**config.mk**
```make
export PLATFORM = sky130hd
export DESIGN_NAME = fetch_sequencer
export DESIGN_NICKNAME = d
export VERILOG_FILES = /design/src/rtl/fetch_sequencer.sv
export SDC_FILE = /design/constraint.sdc
export NUM_CORES = 1
export LEC_CHECK = 0
export BUFFER_PORTS_ARGS = -buffer_cell sky130_fd_sc_hd__buf_2
export CAP_MARGIN = 25
export CORE_MARGIN = 5
export CORE_UTILIZATION = 44
export DETAILED_ROUTE_END_ITERATION = 12
export GPL_TIMING_DRIVEN = 0
export PLACE_DENSITY = 0.89
export SYNTH_ARGS = -nofsm -noshare
export SYNTH_HDL_FRONTEND = slang
export SYNTH_SLANG_ARGS = --single-unit
```
**constraint.sdc**
```tcl
create_clock -name clk -period 1.9 [get_ports clk]
set_input_delay 0.095 -clock clk [delete_from_list [all_inputs] [get_ports clk]]
set_output_delay 0.095 -clock clk [all_outputs]
set_load 0.02 [all_outputs]
```
**src/rtl/fetch_sequencer.sv**
```systemverilog
// fetch_sequencer: control FSM for the convolution processor's fetch loop.
// Drives the program counter controls, captures each fetched instruction,
// resolves NOP/JMP/JZ/HALT locally and hands everything else to the
// datapath, then waits for its done pulse before advancing.
//
// Handshakes: instr_valid qualifies instr_in and is only honoured in FETCH.
// ir_valid is a one-cycle dispatch of ir; exec_done is a one-cycle return
// pulse that is only honoured in EXEC. pc_wen, pc_inc and ir_valid are
// one-cycle pulses and never coincide.
module fetch_sequencer #(
   parameter int ADDR_W  = 6,
   parameter int INSTR_W = 32
) (
   input  logic               clk,
   input  logic               rst_n,
   input  logic               start,
   input  logic [ADDR_W-1:0]  pc_addr,
   input  logic [INSTR_W-1:0] instr_in,
   input  logic               instr_valid,
   input  logic               zero_flag,
   input  logic               exec_done,
   output logic               pc_en,
   output logic               pc_wen,
   output logic               pc_inc,
   output logic [31:0]        pc_data,
   output logic               complete,
   output logic [INSTR_W-1:0] ir,
   output logic               ir_valid,
   output logic               busy
);

   typedef enum logic [2:0] {
      IDLE   = 3'd0,
      LOAD   = 3'd1,
      FETCH  = 3'd2,
      DECODE = 3'd3,
      EXEC   = 3'd4,
      HALT   = 3'd5
   } state_t;

   localparam logic [3:0] OP_NOP  = 4'h0;
   localparam logic [3:0] OP_JMP  = 4'hA;
   localparam logic [3:0] OP_JZ   = 4'hB;
   localparam logic [3:0] OP_HALT = 4'hF;

   state_t               state_q;
   state_t               state_d;
   logic                 pc_wen_d;
   logic                 pc_inc_d;
   logic [31:0]          pc_data_d;
   logic [INSTR_W-1:0]   ir_d;
   logic                 ir_valid_d;
   logic                 inc_req;
   logic                 jmp_req;
   logic                 at_top;
   logic [3:0]           opcode;

   assign opcode = ir[INSTR_W-1:INSTR_W-4];
   // Incrementing from the last address would wrap to 0; stop instead.
   assign at_top = (pc_addr == {ADDR_W{1'b1}});

   // State register.
   always_ff @(posedge clk or negedge rst_n) begin
      if (!rst_n) begin
         state_q <= IDLE;
      end else begin
         state_q <= state_d;
      end
   end

   // Next state and next values of the registered outputs.
   always_comb begin
      state_d    = state_q;
      pc_wen_d   = 1'b0;
      pc_inc_d   = 1'b0;
      pc_data_d  = pc_data;
      ir_d       = ir;
      ir_valid_d = 1'b0;
      inc_req    = 1'b0;
      jmp_req    = 1'b0;
      case (state_q)
         IDLE, HALT: begin
            if (start) begin
               state_d   = LOAD;
               pc_wen_d  = 1'b1;
               pc_data_d = 32'd0;
            end
         end
         LOAD: begin
            state_d = FETCH;
         end
         FETCH: begin
            if (instr_valid) begin
               ir_d    = instr_in;
               state_d = DECODE;
            end
         end
         DECODE: begin
            case (opcode)
               OP_NOP:  inc_req = 1'b1;
               OP_JMP:  jmp_req = 1'b1;
               OP_JZ: begin
                  if (zero_flag) begin
                     jmp_req = 1'b1;
                  end else begin
                     inc_req = 1'b1;
                  end
               end
               OP_HALT: state_d = HALT;
               default: begin
                  ir_valid_d = 1'b1;
                  state_d    = EXEC;
               end
            endcase
         end
         EXEC: begin
            if (exec_done) begin
               inc_req = 1'b1;
            end
         end
         default: begin
            state_d = IDLE;
         end
      endcase

      if (jmp_req) begin
         pc_wen_d  = 1'b1;
         pc_data_d = {{(32-ADDR_W){1'b0}}, ir[ADDR_W-1:0]};
         state_d   = FETCH;
      end
      if (inc_req) begin
         if (at_top) begin
            state_d = HALT;
         end else begin
            pc_inc_d = 1'b1;
            state_d  = FETCH;
         end
      end
   end

   // Output registers, all derived from the state being entered.
   always_ff @(posedge clk or negedge rst_n) begin
      if (!rst_n) begin
         pc_en    <= 1'b0;
         pc_wen   <= 1'b0;
         pc_inc   <= 1'b0;
         pc_data  <= 32'd0;
         complete <= 1'b0;
         ir       <= '0;
         ir_valid <= 1'b0;
         busy     <= 1'b0;
      end else begin
         pc_en    <= (state_d != IDLE);
         pc_wen   <= pc_wen_d;
         pc_inc   <= pc_inc_d;
         pc_data  <= pc_data_d;
         complete <= (state_d == HALT);
         ir       <= ir_d;
         ir_valid <= ir_valid_d;
         busy     <= (state_d == LOAD) || (state_d == FETCH) ||
                     (state_d == DECODE) || (state_d == EXEC);
      end
   end

endmodule

```
==> results_dict.tcl <==
set metrics [dict create \
    status "complete, no violations" \
    synth_warnings 0 \
    fp.dieW_um 79.5 \
    ctsResizeCount 0 \
    dpl.hpwl_um 3450 \
    drtPass1Iterations 4 \
    placed_area_mm2 0.00272 \
    nFillCells 380 \
    finalSetupViolations 0 \
    post_drt_wl_per_cell_um 13.0 \
    fin_skew_ns 0.00842 \
    grt_overflow 0 \
    grtUsageTotal_pct 14.3 \
    ys_ff_latch 47 \
    clk_pin_slew_ns 0.09 \
    antenna_found_initial 0 \
    slew_violations 0 \
    nNetsFinal 329 \
    dpl_worst_slack_ns 0.113 \
    via_per_inst 4.52 \
    via_count 1538 \
    start_kind "flop" \
    globalplace.congestion 0.753 \
    ant_nets 0 \
    rsz0062_at_grt "no" \
    grt_max_degree 48 \
    max_slew.worst_pin.slew_ns 0.590 \
    netlist_instances 163 \
    clk_latency_ns 0.30 \
    maxSlewHeadroom_pct 60.6 \
    clk_path_buf_depth 2 \
    fin_ws_ns 0.107 \
    drcViolationCount 0 \
    worst_ep_required_time_ns 2.09 \
    async_reset_ff_share_pct 100 \
    period_needed_ns 1.79 \
    cts_max_level 2 \
    setup_tns_ns 0 \
    min_path_type "in2reg" \
    power_density_mw_per_mm2 1580 \
    die_h_um 79.5 \
    rows 25 \
    initial_core_util_pct 45.3 \
    final-hold-violation-count 0 \
    maxCapViolations 0 \
    io_buffers 87 \
    wirelength_um 4430 \
    grt_pass1_vias 1519 \
    critPathMaxFanout 7 \
    layout-drive-gt1-share_pct 56.6 \
    period_share_pct 94.4 \
    synth_cell_types 31 \
    clkSinkCount 47 \
    p_leak_nw 1.51 \
    die_area_mm2 0.00632 \
    fp.coreArea_mm2 0.00469 \
    cts-root-buf "clkbuf_8" \
    n_antenna_cell 0 \
    syn_area_mm2 0.00213 \
    synth_ff_type "dfrtp_1" \
    synth.avg_cell_area_um2 13.0 \
    worstSetupPathType "reg2reg" \
    grt_first_pass_wirelength_um 7020 \
    crit_arrival_ns 1.98 \
    ioPinCount 114 \
    endpoint_kind "flop" \
    numCtsBuffers 5 \
    finalInstanceArea_mm2 0.00285 \
    fmax_mhz 558 \
    ir_drop_uv 736 \
    synth_edf_count 0 \
    drtIter0Drc 72 \
    tritoncts "built" \
    area_growth_pct 34.0 \
    ys_seq_area_share_pct 55.3 \
    power_mw 4.51 \
]
==> metrics by stage <==
step	util (%)	std cells	hold slack (ns)
detailed placement	58.0	329	0.301
finish	60.7	340	0.0228
global route	60.7	340	0.00300
CTS	60.1	338	0.00281
floorplan	-	188	-0.201
global placement	58.0	329	0.308
==> state kept, by name, summed over array words and instances, names as in the netlist <==
register  count
state_q       3
pc_inc        1
ir_valid      1
pc_data       6
pc_wen        1
ir           32
busy          1
pc_en         1
complete      1
==> cell families after synthesis <==
group | count (synthesis) | share of synthesized area (%)
other | 1 | 0.176
multiplexers | 31 | 16.4
flip-flops | 47 | 55.3
buffers and inverters | 35 | 11.8
XOR/XNOR | 2 | 0.824
AND/OR/NAND/NOR | 28 | 7.48
AO/OA/AOI/OAI | 19 | 7.95
==> synth_stat cells (all sizes together) (2+ instances only) <==
master  instances  share of area, %
a211oi          2              0.94
a22o            6               2.5
inv             4              0.71
nor3            2              0.71
mux2           31                16
a21oi           3              0.71
nor2           10               1.9
xor2            2              0.82
nand2           7               1.2
nor2b           3              0.88
o21ai           3              0.88
buf            31                11
dfrtp          47                55
==> report_power, final <==
group	leakage [nW]	internal, mW	switching, mW
registers	0.574	1.47	0.296
clock network	0.0412	0.257	0.318
logic	0.898	0.922	1.24
total	1.51	2.65	1.86
==> cell type report <==
type | instances | area [um^2] | share of cell area [%]
Buffer | 31 | 236 | 8.30
Clock buffer | 6 | 72.6 | 2.55
Clock inverter | 2 | 12.5 | 0.439
Tap cell | 54 | 67.6 | 2.37
Timing Repair Buffer | 90 | 475 | 16.7
Inverter | 4 | 15.0 | 0.527
Sequential cell | 47 | 1180 | 41.3
Multi-Input combinational cell | 106 | 792 | 27.8
==> critical path, cell delays in order (launching register included) <==
cell       delay, ns
dfrtp_1         0.38
buf_6           0.13
nand3b_4        0.20
a2111oi_4       0.57
nor2_2          0.19
a22o_1          0.22
==> cell usage in the layout (no fill, tap or decap), drive strengths merged <==
cell type and instances:
inv 4, o21ai 3, mux2 31, nand4 1
clkinv 1, xor2 2, dlygate4sd3 2, nor2b 3
nor2 10, a211oi 2, dfrtp 47, or3 1
o211a 1, a21oi 3, o311a 1, clkbuf 6
nand2b 1, o22ai 1, a22o 6, conb 26
nand3b 1, a2111oi 1, nor3 2, clkinvlp 1
nand2 7, o311ai 1, and3 1, buf 119
nand4b 1
==> worst paths after layout <==
check | depth (start not counted) | slack [ns] | startpoint | endpoint
setup / recovery | 5 | 0.11 | state_q[2]$_DFF_PN0_ | pc_data[1]$_DFFE_PN0P_
hold / removal | 2 | 0.02 | instr_in[26] | ir[26]$_DFFE_PN0P_
setup reg to reg | 5 | 0.11 | state_q[2]$_DFF_PN0_ | pc_data[1]$_DFFE_PN0P_
hold reg to reg | 1 | 0.48 | ir[26]$_DFFE_PN0P_ | ir[26]$_DFFE_PN0P_
max in group asynchronous | 3 | 1.20 | rst_n | pc_wen$_DFF_PN0_
min in group asynchronous | 2 | 0.23 | rst_n | ir_valid$_DFF_PN0_
==> per-layer routing <==
layer,GRT usage [%],vias up,wire length [um]
met5,0,-,0
met4,4.81,0,57
met3,5.08,5,416
met2,24.7,65,2260
met1,16.3,716,1690
li1,-,752,-
==> timing repair <==
item                                   in CTS  in global routing
endpoints found under the hold margin       1                 13
buffers inserted                            0                  0
hold buffers                                1                  1
Note: power is estimated with default switching activity, not from simulation.
